[src/rtl/bridge_arbiter.sv]
// Round-robin arbiter sharing the single processor-to-bridge IO port among NREQ
// requesters; one transaction at a time with a req/ack handshake per requester.
module bridge_arbiter #(
    parameter int unsigned NREQ   = 2,
    parameter int unsigned RD_LAT = 1,
    parameter int unsigned AW     = 32,
    parameter int unsigned DW     = 32
) (
    input  logic                   clk,
    input  logic                   rst,
    input  logic [NREQ-1:0]        req,
    input  logic [NREQ-1:0]        we,
    input  logic [NREQ*AW-1:0]     addr,
    input  logic [NREQ*DW-1:0]     wd,
    input  logic [NREQ*DW/8-1:0]   be,
    output logic [NREQ-1:0]        ack,
    output logic [DW-1:0]          rd_data,
    output logic [AW-1:0]          PrAddr,
    output logic [DW-1:0]          PrWD,
    output logic [DW/8-1:0]        PrBE,
    output logic                   IOWrite,
    input  logic [DW-1:0]          PrRD,
    output logic                   busy
);

    localparam int unsigned BW = DW / 8;
    localparam int unsigned IW = (NREQ > 1) ? $clog2(NREQ) : 1;
    localparam int unsigned CW = 3;

    typedef enum logic [1:0] {
        IDLE   = 2'd0,
        ACCESS = 2'd1,
        DONE   = 2'd2
    } state_t;

    state_t          state_q, state_d;
    logic [IW-1:0]   ptr_q, ptr_d;
    logic [IW-1:0]   gnt_q, gnt_d;
    logic [CW-1:0]   cnt_q, cnt_d;
    logic            lat_we_q, lat_we_d;
    logic [AW-1:0]   lat_addr_q, lat_addr_d;
    logic [DW-1:0]   lat_wd_q, lat_wd_d;
    logic [BW-1:0]   lat_be_q, lat_be_d;
    logic [NREQ-1:0] ack_q, ack_d;
    logic [DW-1:0]   rd_data_q, rd_data_d;
    logic [AW-1:0]   pr_addr_q, pr_addr_d;
    logic [DW-1:0]   pr_wd_q, pr_wd_d;
    logic [BW-1:0]   pr_be_q, pr_be_d;
    logic            io_write_q, io_write_d;
    logic            busy_q, busy_d;

    logic            found;
    logic [IW-1:0]   pick;
    logic [IW-1:0]   scan_idx;

    // Round-robin pick: first pending request scanning ptr, ptr+1, ... mod NREQ
    always_comb begin
        found    = 1'b0;
        pick     = ptr_q;
        scan_idx = ptr_q;
        for (int unsigned k = 0; k < NREQ; k++) begin
            scan_idx = IW'((32'(ptr_q) + k) % NREQ);
            if (!found && req[scan_idx]) begin
                found = 1'b1;
                pick  = scan_idx;
            end
        end
    end

    // Next-state and registered-output logic
    always_comb begin
        state_d    = state_q;
        ptr_d      = ptr_q;
        gnt_d      = gnt_q;
        cnt_d      = cnt_q;
        lat_we_d   = lat_we_q;
        lat_addr_d = lat_addr_q;
        lat_wd_d   = lat_wd_q;
        lat_be_d   = lat_be_q;
        ack_d      = '0;
        rd_data_d  = rd_data_q;

        case (state_q)
            IDLE: begin
                if (found) begin
                    gnt_d      = pick;
                    lat_we_d   = we[pick];
                    lat_addr_d = addr[32'(pick)*AW +: AW];
                    lat_wd_d   = wd[32'(pick)*DW +: DW];
                    lat_be_d   = be[32'(pick)*BW +: BW];
                    cnt_d      = '0;
                    state_d    = ACCESS;
                end
            end
            ACCESS: begin
                if (lat_we_q || (cnt_q == CW'(RD_LAT - 1))) begin
                    state_d      = DONE;
                    ack_d[gnt_q] = 1'b1;
                    rd_data_d    = lat_we_q ? '0 : PrRD;
                end else begin
                    cnt_d = cnt_q + CW'(1);
                end
            end
            DONE: begin
                ptr_d   = IW'((32'(gnt_q) + 32'd1) % NREQ);
                state_d = IDLE;
            end
            default: state_d = IDLE;
        endcase

        // Bus is driven only while the next cycle is ACCESS; zero otherwise
        pr_addr_d  = (state_d == ACCESS) ? lat_addr_d : '0;
        pr_wd_d    = (state_d == ACCESS) ? lat_wd_d   : '0;
        pr_be_d    = (state_d == ACCESS) ? lat_be_d   : '0;
        io_write_d = (state_d == ACCESS) && lat_we_d;
        busy_d     = (state_d != IDLE);
    end

    always_ff @(posedge clk or negedge rst) begin
        if (!rst) begin
            state_q    <= IDLE;
            ptr_q      <= '0;
            gnt_q      <= '0;
            cnt_q      <= '0;
            lat_we_q   <= 1'b0;
            lat_addr_q <= '0;
            lat_wd_q   <= '0;
            lat_be_q   <= '0;
            ack_q      <= '0;
            rd_data_q  <= '0;
            pr_addr_q  <= '0;
            pr_wd_q    <= '0;
            pr_be_q    <= '0;
            io_write_q <= 1'b0;
            busy_q     <= 1'b0;
        end else begin
            state_q    <= state_d;
            ptr_q      <= ptr_d;
            gnt_q      <= gnt_d;
            cnt_q      <= cnt_d;
            lat_we_q   <= lat_we_d;
            lat_addr_q <= lat_addr_d;
            lat_wd_q   <= lat_wd_d;
            lat_be_q   <= lat_be_d;
            ack_q      <= ack_d;
            rd_data_q  <= rd_data_d;
            pr_addr_q  <= pr_addr_d;
            pr_wd_q    <= pr_wd_d;
            pr_be_q    <= pr_be_d;
            io_write_q <= io_write_d;
            busy_q     <= busy_d;
        end
    end

    assign ack     = ack_q;
    assign rd_data = rd_data_q;
    assign PrAddr  = pr_addr_q;
    assign PrWD    = pr_wd_q;
    assign PrBE    = pr_be_q;
    assign IOWrite = io_write_q;
    assign busy    = busy_q;

endmodule

[config.mk]
export PLATFORM = sky130hd
export DESIGN_NAME = bridge_arbiter
export DESIGN_NICKNAME = d
export VERILOG_FILES = /design/src/rtl/bridge_arbiter.sv
export SDC_FILE = /design/constraint.sdc
export NUM_CORES = 1
export LEC_CHECK = 0
export CORE_MARGIN = 4
export CORE_UTILIZATION = 40
export DETAILED_ROUTE_END_ITERATION = 7
export DONT_BUFFER_PORTS = 1
export GPL_TIMING_DRIVEN = 0
export PLACE_DENSITY_LB_ADDON = 0.3
export SLEW_MARGIN = 20
export SYNTH_ARGS = -nofsm -noshare
export SYNTH_HDL_FRONTEND = slang
export SYNTH_SLANG_ARGS = --single-unit
[constraint.sdc]
create_clock -name clk -period 2.4 [get_ports clk]
set_input_delay 0.24 -clock clk [delete_from_list [all_inputs] [get_ports clk]]
set_output_delay 0.24 -clock clk [all_outputs]
set_load 0.01 [all_outputs]
# Word level (Yosys, flattened, before mapping)
# Cells that the tools add are included.
[op_classes] add_sub_neg=3 mux=31 magnitude_cmp=5 reduce_logical=12 shifts=3 eq_ne=5
[ops] cell="2-to-1 mux 32 bit" count=7
[ops] cell="indexed part select 64 x 7 -> 32 bit" count=2
[ops] cell="2-to-1 mux 1 bit" count=12
[ops] cell="2-to-1 mux 4 bit" count=3
[ops] cell="less-than comparator 1 x 2 -> 1 bit (second input constant)" count=4
[ops] cell="2-to-1 mux 2 bit" count=4
[ops] cell="indexed part select 8 x 4 -> 4 bit" count=1
[ops] cell="2-to-1 mux 3 bit" count=2
[ops] cell="case mux 3 bit (2 select lines)" count=1
[ops] cell="== test 2 x 1 -> 1 bit (second input constant)" count=2
[ops] cell="inequality test 2 bit (second input constant)" count=2
[ops] cell="case mux 2 bit (2 select lines)" count=1
[ops] cell="AND reduction 2 bit" count=2
[ops] cell="nonzero test 2 bit" count=2
[ops] cell="adder 3 x 1 -> 3 bit (second input constant)" count=1
[ops] cell="logical AND 1 bit" count=3
[ops] cell="zero test 3 bit" count=1
[ops] cell="AND reduction 3 bit" count=1
[ops] cell="adder 1 bit (second input constant)" count=2
[ops] cell="== test 2 bit (second input constant)" count=1
[ops] cell="zero test 2 bit" count=1
[ops] cell="demux 1 bit (select 1 bit)" count=1
[ops] cell="greater-or-equal comparator 1 bit (second input constant)" count=1
[ops] cell="zero test 1 bit" count=1
[ops] cell="logical OR 1 bit" count=1
[totals] word_cells=74 ff_bits=180 out_inout_bits=104 in_bits=174

# Longest topological paths before layout
[logic_depth] depth_word=11 depth_mapped=8

# Worst setup path before layout
# No wires, ideal clock.
[synth_timing] kind="reg-to-reg" from="register cnt_q[0]" to="register rd_data_q[10] (netlist: rd_data[10])" path_buffers=2 period_less_slack_ns=1.618 path_slack_ns=0.782 path_stages_with_launch=8 arrival_time_ns=1.492 path_cell_list="dfrtp_1 -> inv_1 -> ha_1 -> nor2b_1 -> o21a_4 -> buf_6 -> buf_12 -> mux2_4"
[synth_between] elab_chain_len=3
[synth_rtl] element="start, declared" line_no="39" rtl="logic [CW-1:0] cnt_q, cnt_d;"
[synth_rtl] element="start signal, assigned" line_no="140" rtl="cnt_q <= cnt_d;"
[synth_rtl] element="zero test 3 bit" line_no="96" rtl="if (lat_we_q || (cnt_q == CW'(RD_LAT - 1))) begin"
[synth_rtl] element="logical OR 1 bit" line_no="96"
[synth_rtl] element="AND reduction 2 bit (no line)"
[synth_rtl] element="end signal, assigned" line_no="146" rtl="rd_data_q <= rd_data_d;"
[synth_rtl] element="end, declared" line_no="45" rtl="logic [DW-1:0] rd_data_q, rd_data_d;"
# No other way between the ends.
# A chain may end at the register's enable or synchronous reset.

# Worst setup path in the final report
[layout_timing] from="register cnt_q[0]" to="register pr_wd_q[24] (netlist: PrWD[24])"
[layout_between] elab_chain_len=6
[layout_rtl] element="zero test 3 bit" line_no="96"
[layout_rtl] element="logical OR 1 bit" line_no="96"
[layout_rtl] element="2-to-1 mux 2 bit" line_no="96"
[layout_rtl] element="case mux 2 bit (2 select lines)" line_no="83" rtl="case (state_q)"
[layout_rtl] element="== test 2 x 1 -> 1 bit" line_no="113" rtl="pr_wd_d = (state_d == ACCESS) ? lat_wd_d : '0;"
[layout_rtl] element="2-to-1 mux 32 bit" line_no="113"
[layout_rtl] element="named net pr_wd_d[24]" line_no="47" rtl="logic [DW-1:0] pr_wd_q, pr_wd_d;"
[layout_rtl] element="end signal, assigned" line_no="148" rtl="pr_wd_q <= pr_wd_d;"
[layout_rtl] element="end, declared" line_no="47"
# The timed path passes the listed nets, and every way through them passes these cells.

==> reports/results.txt <==
The flow ran to the end, but the final reports show violations. The final reports fail on hold timing. The run gives 4 as the number of antenna violations at the first check in global routing. The die covers 24810 µm².

After global routing the overflow that remains totals 0. Relative to the synthesized area, the layout overhead comes to 14.09%. The run gives 14.50 ps as the clock skew.

The worst relative slew slack is 52.05%, and the period utilization is 87.43%. The CTS sink count was 180; the number of placement rows was 54. The total clock buffers created by CTS is 17, and the final routed wire length divided by cell count is 26.10 µm. The arrival time at the worst endpoint was 2410 ps. The average via count per standard cell was 6.531; the cell count after synthesis was 797. The detail route stage leaves a number of antenna-violating nets equal to 0.

The type of the worst setup path is reg -> reg. Derived from the worst setup path, the maximum achievable clock frequency is 0.4765 GHz. After detailed placement, the design holds a cell count of 1077. The layout filler cell count was 2062; the total power after layout was 13.17 mW. The worst hold-check path type was in -> async. The chip width was 157.5 µm.

After the last flow step, the layout net total stands at 1021. The combined flip-flop and latch cell area is 4504 µm², and the share of post-route cells with drive strength above 1 is 11.81%. The die is 157.5 µm tall. The run gives 0 as the number of instances resized during post-cts repair. TritonCTS built the clock tree.

For this run, the total global-route usage over all layers was measured as 23.18%. The remaining routing DRC violations came out at 0. In this run the cell area of the synthesized design comes to 8942 µm².

The tools report the core area as 21890 µm². Clock-pin slew was measured on the worst setup and hold paths at 70 ps. Across all layers, the routed design uses 7426 vias. Before antenna repair, the detailed router went through 5 iterations.

The run gives 0.8461 as the routability congestion estimate from global placement. The wire-length estimate of the detail-placed layout is 20120 µm. The startpoint type of the worst setup path is a flip-flop.

The minimum hold slack is -482.5 ps. Buffers inserted to repair hold after CTS numbered 28. VDD sags by at most 0.0004769 V. Synthesis produced a netlist with a net count of 973.

The total area of multi-input combinational cells was 3645 µm². For the worst-skew pair, the clock arrives at the later sink with an insertion delay of 430 ps. The leakage power total is 4.164 nW, and the number of I/O port buffers is 0.

The clock period could shrink to 2098 ps. Entering global routing, the biggest net connects 181 pins. The kind of end point of the critical path is a flip-flop. The tree is rooted in a clkbuf_16. The first global-routing pass estimated 44900 µm of wire. A synthesized cell averages 11.22 µm². For the worst setup path, the data required time is 2710 ps. The max-slew violation count is 0, and the routed wire length is 29670 µm. In this run the number of H-tree levels came out at 4. Once layout is complete, the cells apart from fillers number 1137. Setup violations remaining at the end of the flow were counted as 0. Leaving out fill and tap cells, the most frequent cell in the layout is dfrtp_1. The tools report the warning count from the yosys run as 0. Setup repair after global routing left no endpoint under its margin. In the layout the commonest cells are 180 x dfrtp_1, 120 x o311ai_1, 72 x o21ai_0. The tools report the setup total negative slack as 0 ps.

Post-CTS timing repair inserted 0 buffers for setup. Final-report hold violation count: 180. In this run the worst path has a maximum fanout of 10.

Across the run, the number of max-cap violations was 0. The number of global-route vias before repair is 7665. The register area share after synthesis came out at 50.37%. The top-level port count is 278, and the initial standard-cell utilization of the core is 40.85%. For this design the ratio of total power to cell area is 1291 nW/µm². The detailed router finished its first iteration with 581 violations.

The number of buffers on the longest clock path was 2; the pin slew with the least headroom to its limit was 719.2 ps. The synthesized design contains 180 register bits. In this run, distinct cell masters in the synthesized netlist total 35.
sequential cells by signal (all words and copies together), names as in the netlist:
| name | flops |
|---|---|
| lat_wd_q | 32 |
| gnt_q | 1 |
| lat_addr_q | 32 |
| busy | 1 |
| cnt_q | 3 |
| PrAddr | 32 |
| lat_we_q | 1 |
| lat_be_q | 4 |
| PrWD | 32 |
| ack | 2 |
| ptr_q | 1 |
| PrBE | 4 |
| IOWrite | 1 |
| rd_data | 32 |
| state_q | 2 |
worst paths after layout:
path	from	to	slack [ps]	cells after the start
setup reg to reg	cnt_q[0]$_DFFE_PN0P_	PrWD[24]$_DFF_PN0_	300	8
min in group clk	be[1]	lat_be_q[1]$_DFF_PN0_	20	2
setup / recovery	cnt_q[0]$_DFFE_PN0P_	PrWD[24]$_DFF_PN0_	300	8
hold reg to reg	cnt_q[2]$_DFFE_PN0P_	cnt_q[2]$_DFFE_PN0P_	500	1
max in group asynchronous	rst	rd_data[30]$_DFFE_PN0P_	2320	0
hold / removal	rst	PrAddr[24]$_DFF_PN0_	-480	0
critical path, stage by stage, from the launching register on:
cell	delay [ps]
dfrtp_1	390
inv_1	60
ha_1	200
nand2b_1	60
buf_2	210
buf_2	290
clkbuf_1	480
nand4b_1	190
o311ai_1	120
per-layer routing:
metal,up-vias,part of all wire (%),global-route usage (%)
li1,3237,-,-
met1,3758,42,31.16
met2,382,47,35.88
met3,45,8.9,7.589
met4,4,2.3,6.964
met5,-,0.13,0
through the flow:
step / worst slack [ps] / cell area (µm²) / utilization (%)
finish: 301.6 / 10200 / 46.60
global route: 169.6 / 10200 / 46.60
CTS: 301.9 / 10190 / 46.54
detailed placement: 309.2 / 9293 / 42.45
global placement: 346.2 / 9293 / 42.45
floorplan: 782.5 / 8942 / -
synth_stat cells:
cell type,count,share of area [%]
nor2_4,1,0.13
nor2b_1,35,2.4
o311ai_1,120,12
ha_1,2,0.28
dfrtp_1,180,50
inv_2,1,0.042
or2_1,1,0.070
buf_6,7,0.88
a21boi_2,1,0.13
o21ai_0,72,4.0
and2_1,1,0.070
mux2_2,5,0.63
clkbuf_1,71,3.0
nand4b_1,69,6.8
or2b_1,1,0.084
mux2i_1,3,0.34
nand2_1,2,0.084
o21a_4,1,0.17
a21oi_1,3,0.17
a31oi_1,1,0.070
o32ai_1,1,0.098
nand2b_1,2,0.14
or3b_2,1,0.098
nor2_2,2,0.14
buf_2,22,1.2
nor2_1,2,0.084
buf_1,2,0.084
o2111ai_1,68,6.7
o21ba_2,1,0.11
inv_1,71,3.0
or3_1,1,0.070
buf_12,3,0.67
o311ai_0,16,1.6
mux2_4,27,4.5
o21ai_1,1,0.056
report_power, final:
part / internal [mW] / switching [mW]
combinational: 1.90 / 3.02
sequential: 4.26 / 0.989
clock: 1.77 / 1.23
cells by family (layout without fill, tap and decap cells):
| family | after synthesis | count (layout) | share of synthesized area, % |
|---|---|---|---|
| simple gates | 118 | 118 | 10.17 |
| compound gates | 285 | 285 | 24.81 |
| fa+ha+maj | 2 | 2 | 0.2798 |
| buf+inv | 177 | 235 | 8.871 |
| flops | 180 | 180 | 50.37 |
| other cells | 0 | 2 | 0 |
| mux | 35 | 35 | 5.499 |
cell type report:
type	instances	share of cell area (%)
inverters	72	2.649
flip-flops and latches	180	44.15
clock buffers	18	4.305
multi-input cells	440	35.72
diodes	2	0.04906
clock inverters	11	1.717
well taps	280	3.434
repair buffers	29	2.845
plain buffers	105	5.126
No activity file was read; power rests on OpenSTA's default activity.
